<file path="config.mk">
export PLATFORM = sky130hd
export DESIGN_NAME = unsigned_16bit_alu_flat
export DESIGN_NICKNAME = d
export VERILOG_FILES = /design/src/rtl/unsigned_16bit_alu_if.sv /design/src/rtl/unsigned_16bit_alu.sv /design/src/flat_wrapper.sv
export SDC_FILE = /design/constraint.sdc
export NUM_CORES = 1
export LEC_CHECK = 0
export ABC_AREA = 1
export CAP_MARGIN = 10
export CORE_MARGIN = 1.5
export CORE_UTILIZATION = 50
export CTS_BUF_LIST = sky130_fd_sc_hd__clkbuf_4 sky130_fd_sc_hd__clkbuf_8
export CTS_CLUSTER_SIZE = 14
export DETAILED_ROUTE_END_ITERATION = 12
export PLACE_DENSITY = 0.75
export SYNTH_ARGS = -nofsm -noshare
export SYNTH_HDL_FRONTEND = slang
export SYNTH_SLANG_ARGS = --single-unit
</file>
<file path="constraint.sdc">
create_clock -name CLK -period 33 [get_ports CLK]
set_input_delay 6.6 -clock CLK [delete_from_list [all_inputs] [get_ports CLK]]
set_output_delay 6.6 -clock CLK [all_outputs]
set_load 0.01 [all_outputs]
</file>
<file path="src/rtl/unsigned_16bit_alu_if.sv">
// Operand/opcode/result bundle between the execution sequencer and the 16-bit ALU.
interface unsigned_16bit_alu_if;
    logic [15:0] A;
    logic [15:0] B;
    logic [3:0]  ALU_FUN;
    logic [15:0] ALU_OUT;
    logic        Arith_Flag;
    logic        Logic_Flag;
    logic        CMP_Flag;
    logic        Shift_Flag;

    modport master (
        output A, B, ALU_FUN,
        input  ALU_OUT, Arith_Flag, Logic_Flag, CMP_Flag, Shift_Flag
    );

    modport slave (
        input  A, B, ALU_FUN,
        output ALU_OUT, Arith_Flag, Logic_Flag, CMP_Flag, Shift_Flag
    );
endinterface

</file>
<file path="src/rtl/unsigned_16bit_alu.sv">
// Registered 16-bit unsigned ALU: one-cycle arithmetic/logic/compare/shift with a
// one-hot operation-class flag set captured alongside the result.
module unsigned_16bit_alu (
    input  logic                   CLK,
    input  logic                   RST,
    unsigned_16bit_alu_if.slave    bus
);
    // Class flags packed as {arith, logic, cmp, shift}
    localparam logic [3:0] FLG_NONE  = 4'b0000;
    localparam logic [3:0] FLG_ARITH = 4'b1000;
    localparam logic [3:0] FLG_LOGIC = 4'b0100;
    localparam logic [3:0] FLG_CMP   = 4'b0010;
    localparam logic [3:0] FLG_SHIFT = 4'b0001;

    logic [15:0] res_d;
    logic [15:0] res_q;
    logic [3:0]  flg_d;
    logic [3:0]  flg_q;

    // Result and flag selection from the current opcode and operands
    always_comb begin
        res_d = 16'h0000;
        flg_d = FLG_NONE;
        case (bus.ALU_FUN)
            4'b0000: begin res_d = bus.A + bus.B; flg_d = FLG_ARITH; end
            4'b0001: begin res_d = bus.A - bus.B; flg_d = FLG_ARITH; end
            4'b0010: begin res_d = bus.A * bus.B; flg_d = FLG_ARITH; end
            4'b0011: begin
                // Divide-by-zero yields zero rather than an undefined quotient
                if (bus.B == 16'h0000) begin
                    res_d = 16'h0000;
                end else begin
                    res_d = bus.A / bus.B;
                end
                flg_d = FLG_ARITH;
            end
            4'b0100: begin res_d = bus.A & bus.B;    flg_d = FLG_LOGIC; end
            4'b0101: begin res_d = bus.A | bus.B;    flg_d = FLG_LOGIC; end
            4'b0110: begin res_d = ~(bus.A & bus.B); flg_d = FLG_LOGIC; end
            4'b0111: begin res_d = ~(bus.A | bus.B); flg_d = FLG_LOGIC; end
            4'b1000: begin res_d = bus.A ^ bus.B;    flg_d = FLG_LOGIC; end
            4'b1001: begin res_d = ~(bus.A ^ bus.B); flg_d = FLG_LOGIC; end
            4'b1010: begin
                if (bus.A == bus.B) begin
                    res_d = 16'd1;
                end else begin
                    res_d = 16'd0;
                end
                flg_d = FLG_CMP;
            end
            4'b1011: begin
                if (bus.A > bus.B) begin
                    res_d = 16'd2;
                end else begin
                    res_d = 16'd0;
                end
                flg_d = FLG_CMP;
            end
            4'b1100: begin
                if (bus.A < bus.B) begin
                    res_d = 16'd3;
                end else begin
                    res_d = 16'd0;
                end
                flg_d = FLG_CMP;
            end
            4'b1101: begin res_d = {1'b0, bus.A[15:1]}; flg_d = FLG_SHIFT; end
            4'b1110: begin res_d = {bus.A[14:0], 1'b0}; flg_d = FLG_SHIFT; end
            4'b1111: begin res_d = 16'h0000;            flg_d = FLG_NONE;  end
            default: begin res_d = 16'h0000;            flg_d = FLG_NONE;  end
        endcase
    end

    // Output register; reset wins over any opcode on the same edge
    always_ff @(posedge CLK) begin
        if (RST) begin
            res_q <= 16'h0000;
            flg_q <= FLG_NONE;
        end else begin
            res_q <= res_d;
            flg_q <= flg_d;
        end
    end

    assign bus.ALU_OUT    = res_q;
    assign bus.Arith_Flag = flg_q[3];
    assign bus.Logic_Flag = flg_q[2];
    assign bus.CMP_Flag   = flg_q[1];
    assign bus.Shift_Flag = flg_q[0];
endmodule

</file>
<file path="src/flat_wrapper.sv">
// flat-port wrapper written by rule: the top's interface ports become plain ports
module unsigned_16bit_alu_flat 
  (CLK, RST, bus_A, bus_B, bus_ALU_FUN, bus_ALU_OUT, bus_Arith_Flag, bus_Logic_Flag, bus_CMP_Flag, bus_Shift_Flag);
  unsigned_16bit_alu_if bus_i ();
  input  logic CLK;
  input  logic RST;
  input wire logic [$bits(bus_i.A)-1:0] bus_A;
  input wire logic [$bits(bus_i.B)-1:0] bus_B;
  input wire logic [$bits(bus_i.ALU_FUN)-1:0] bus_ALU_FUN;
  output wire logic [$bits(bus_i.ALU_OUT)-1:0] bus_ALU_OUT;
  output wire logic [$bits(bus_i.Arith_Flag)-1:0] bus_Arith_Flag;
  output wire logic [$bits(bus_i.Logic_Flag)-1:0] bus_Logic_Flag;
  output wire logic [$bits(bus_i.CMP_Flag)-1:0] bus_CMP_Flag;
  output wire logic [$bits(bus_i.Shift_Flag)-1:0] bus_Shift_Flag;
  assign bus_i.A = bus_A;
  assign bus_i.B = bus_B;
  assign bus_i.ALU_FUN = bus_ALU_FUN;
  assign bus_ALU_OUT = bus_i.ALU_OUT;
  assign bus_Arith_Flag = bus_i.Arith_Flag;
  assign bus_Logic_Flag = bus_i.Logic_Flag;
  assign bus_CMP_Flag = bus_i.CMP_Flag;
  assign bus_Shift_Flag = bus_i.Shift_Flag;
  unsigned_16bit_alu u_core (.CLK(CLK), .RST(RST), .bus(bus_i));
endmodule
</file>
; ---- Word-level counts from Yosys, hierarchy flattened
; Index checks and enable logic that the tools add are counted.
; Widths: inputs -> output; s select.
[word_totals]
reg_bits = 20
in_bits = 38
out_inout_bits = 20
elab_cells = 42
[classes]
addsub = 2
mul = 1
div_mod_pow = 1
n_lt_le_gt_ge = 2
n_eq_ne = 16
n_mux = 6
bitwise = 6
n_reduce_logical = 6
[ops]
columns = cell, n
row1 = $pmux 16 s16, 1
row2 = $not 16->16, 3
row3 = $eq 4x4->1 const B, 8
row4 = $pmux 4 s5, 1
row5 = $add 16x16->16, 1
row6 = $and 16x16->16, 1
row7 = $div 16x16->16, 1
row8 = $eq 16x16->1, 1
row9 = $eq 4x3->1 const B, 4
row10 = $gt 16x16->1, 1
row11 = $logic_not 16->1, 1
row12 = $lt 16x16->1, 1
row13 = $mul 16x16->16, 1
row14 = $mux 16, 1
row15 = $or 16x16->16, 1
row16 = $sub 16x16->16, 1
row17 = $xor 16x16->16, 1
row18 = $eq 4x2->1 const B, 2
row19 = $reduce_or 6->1, 1
row20 = $eq 4x1->1 const B, 1
row21 = $logic_not 4->1, 1
row22 = $mux 2, 2
row23 = $reduce_or 4->1, 1
row24 = $reduce_or 3->1, 1
row25 = other kinds (2), 2

; ---- Logic depth before layout (Yosys ltp)
[depth]
ltp_word = 3
ltp_mapped = 233
mapped_depth_nobuf = 226

; ---- Worst setup path after synthesis
; Ideal clock, no wire load.
[synth_timing]
kind = in2reg
startpoint = input bus_B[0]
endpoint = register u_core.res_q[0], in the netlist u_core.bus.ALU_OUT[0]
arrival_time_ns = 29.622
path_slack_ns = 3.246
path_stages = 224
n_path_buf = 7
cell_sequence = clkbuf_1 > inv_1 > ha_1 > inv_1 > nor2_1 > nand4_1 > nor2_1 > nand2_1 > nand3_1 > nand2_1 > ha_1 > nand2_1 > nand2_1 > nand3_1 > a21oi_1 > nand2_1 > nand2_2 > inv_1 > (+188 left out) > nand3_1 > inv_1 > buf_2 > nand2_1 > o21ai_0 > ha_1 > a21boi_0 > o21a_1 > o21a_1 > o21a_1 > o21a_1 > o21ai_0 > nand2_1 > a21oi_1 > o211a_1 > o21ai_0 > nand2_1 > a31oi_1
[synth_between]
elab_chain_len = 3
word_cells_on_any_way = 17
cone_classes = add/sub (2) / mul (1) / div (1) / order compare (1) / eq/ne (1) / mux (4) / bitwise (6) / reduce/logical (1)
[synth_lines]
columns = element, line_no
row1 = from (decl), flat_wrapper.sv:8  ; input wire logic [$bits(bus_i.B)-1:0] bus_B;
row2 = $div 16x16->16 (tied with other cells), unsigned_16bit_alu.sv:33  ; res_d = bus.A / bus.B;
row3 = $mux 16 (tied with other cells), unsigned_16bit_alu.sv:30  ; if (bus.B == 16'h0000) begin
row4 = $pmux 16 s16 *, unsigned_16bit_alu.sv:24  ; case (bus.ALU_FUN)
row5 = to (signal assigned), unsigned_16bit_alu.sv:80  ; res_q <= res_d;
row6 = to (decl), unsigned_16bit_alu.sv:16  ; logic [15:0] res_q;
; Every way passes the cells marked *; elsewhere a longest branch is shown, timed or not.
; A chain may end at the register's enable or synchronous reset.

; ---- Final worst setup path
[layout_timing]
startpoint = input bus_B[14]
endpoint = register u_core.res_q[0], in the netlist u_core.bus.ALU_OUT[0]
[layout_between]
elab_chain_len = 3
word_cells_on_any_way = 8
cone_classes = div (1) / order compare (1) / eq/ne (1) / mux (4) / reduce/logical (1)
[layout_lines]
columns = element, line_no
row1 = $div 16x16->16 (tied with other cells), unsigned_16bit_alu.sv:33
row2 = $mux 16 (tied with other cells), unsigned_16bit_alu.sv:30
row3 = $pmux 16 s16 *, unsigned_16bit_alu.sv:24
; Marked as above.

==> metrics <==
DRT antenna net count=0; Starting DRT DRC Count=1192; CP arrival=31.09 ns; Initial Utilization=51.3%; relative slew slack=36.1%; Total Nets Final=2639; final hold vios=0; Post-Syn Instances=2204; final non-filler cell total=2662; GRT overflow=0; Pleak=8.91 nW; cell family with most CP delay=simple AND/OR/NAND/NOR gates; die area=29800 µm²; Synth Net Count=2560; first-pass GRT wire length=75800 µm; crit start category=primary input; WL final=49400 µm; Area after DPL=15400 µm²; Worst path slowest cell=clkdlybuf4s50_1; HPWL Detailed=38600 µm; pin slew with the least headroom to its limit=0.954 ns; max-cap viol count=0; clock buffer depth=2; num rows=61; via count=15000; Clock Tree Root=clkbuf_8; outcome=finished clean; count of flip-flops with a built-in enable after synthesis=0; Synth Cell Area=14400 µm²; I/O Buffers=57; sequential share of the synthesized area=2.79%; wire length per cell=18.5 µm; Setup TNS=0 ns; Top cell by count, worst path=nand2_1; htree depth=1; Worst EP required=33.15 ns; gpl congestion=1.03; worst path bufs/invs=23; CP Capture Type=flip-flop; hold slack final=7.05 ns; # IOs=58; Setup Viol. Count Final=0; worst setup margin=2.06 ns; Pwr Density=33.9 nW/µm²; synth unique cells=65; vias in the first global route=14300; CTS tree=built; CP peak stage delay=0.54 ns; Synth-to-Final Area Change=13.2%; async set or reset register ratio after synthesis=0%; Finished Cell Area=16300 µm²; Synth Warn #=0; Die Y-Extent=172 µm; drt drc=0; Clock Sinks=20; # placed instances=2617; share of post-route cells with drive strength above 1=14.7%; DR pass1 iterations=8; largest net degree at the start of global routing=21; pre-CTS setup slack=-0.364 ns; ys flop type=dfxtp_1; Peak Freq=0.0323 GHz; synthesis-stage register bit count=20; core box area=28000 µm²; CTS Buf Count=3; fin crit share=93.7%; Final Critical Period=30.94 ns; CTS clk-pin slew, worst paths=0.12 ns; initial antenna violation count=2; Die Wd=172 µm; Tot GR Track Use=33.0%; Syn Area/Cell=6.52 µm²; crit path kind=primary input to flip-flop; Hold Crit Class=primary input to flip-flop; drt via density=5.64; peak supply drop=37.1 µV; max-slew violation count=0; crit-path max FO=14
-- layout make-up --
class / instances / area, µm²
repair buffers: 143 / 1280
clock buffers: 4 / 55.1
fillers: 2660 / 11800
multi-input cells: 1694 / 12400
diodes: 2 / 5.00
well taps: 378 / 473
inverters: 421 / 1640
flip-flops and latches: 20 / 400
-- cells by family after synthesis --
logic type	after synthesis	synth area share, %
AOI/OAI and AO/OA	335	14.7
xor gates and xnor gates	97	5.91
adders and majority gates	318	32.0
buffers and inverters	491	13.5
DFF	20	2.79
muxes	4	0.279
and+or+nand+nor	939	30.8
-- routing by layer --
layer | vias to the layer above | global-route usage [%] | wire length (µm)
li1 | 7210 | - | -
met1 | 6962 | 43.8 | 20800
met2 | 709 | 55.2 | 22200
met3 | 131 | 4.01 | 4300
met4 | 0 | 11.3 | 2010
met5 | - | 0 | 0
-- registers in the layout, summed over array words and instances, names as in the netlist --
name / count
u_core.flg_q: 4
u_core.bus.ALU_OUT: 16
-- Yosys cell counts (all sizes together) (15+ instances only) --
cell type,number,area (µm²)
nand2,566,2350
inv,417,1570
ha,236,2950
nand3,138,918
nor2,135,549
o21ai,108,578
a21oi,99,503
fa,82,1640
clkbuf,50,188
xnor2,50,438
xor2,47,412
or2,38,238
and2,20,125
buf,20,154
dfxtp,20,400
nor3,16,80.1
o21bai,15,124
-- timing repair --
action                                 in CTS  in global routing
hold buffers                                0                  0
gates cloned                                0                  2
setup buffers                               1                 36
resized for setup                           1                 92
pin swaps                                   0                 16
setup endpoints to repair                   1                  2
endpoints found under the hold margin       0                  0
-- final timing paths --
check	start	end	slack [ns]	cells past startpoint
hold / removal	RST	u_core.bus.ALU_OUT[5]	7.05	3
setup / recovery	bus_B[14]	u_core.bus.ALU_OUT[0]	2.06	220
-- layout by cell type, fill, tap and decap left out, types with 7 or more instances in the layout --
master | netlist | final
xnor2_1 | 50 | 50
o21ai_1 | 15 | 14
a21oi_2 | 2 | 7
a21o_1 | 7 | 7
nand3_2 | 43 | 43
nand2_2 | 59 | 58
o21ai_0 | 83 | 77
a221oi_1 | 12 | 11
o2111ai_1 | 13 | 13
o21bai_1 | 12 | 12
a31oi_1 | 7 | 7
nor4_1 | 9 | 7
clkdlybuf4s50_1 | 0 | 51
ha_1 | 236 | 228
ha_4 | 0 | 8
buf_4 | 5 | 80
xor2_1 | 47 | 47
o21ai_2 | 10 | 15
nand2_4 | 10 | 13
dfxtp_1 | 20 | 20
nand2_1 | 497 | 493
fa_1 | 82 | 82
a2111oi_0 | 7 | 7
o22ai_1 | 14 | 13
or2_2 | 37 | 37
inv_1 | 403 | 396
nor2_1 | 124 | 123
a21oi_1 | 97 | 91
nor3_1 | 16 | 14
a211oi_1 | 13 | 12
inv_2 | 13 | 11
and2_1 | 20 | 20
nand4_1 | 11 | 11
nand3_1 | 94 | 92
-- report_power, final --
part / total (mW) / switching (mW) / internal (mW)
registers: 0.0289 / 0.00157 / 0.0273
clock network: 0.0232 / 0.0125 / 0.0108
logic: 0.499 / 0.295 / 0.203
-- per-stage QoR --
stage	power, mW	utilization, %
2_1_floorplan	0.392	-
3_3_place_gp	0.494	55.1
3_5_place_dp	0.507	55.1
4_1_cts	0.533	55.3
5_1_grt	0.618	58.0
6_report	0.551	58.0
-- worst min-delay path, stage by stage --
cell and delay [ns]:
clkdlybuf4s50_1 0.39, buf_4 0.21, nor2_1 0.12
Power figures use the tool's default switching activity.
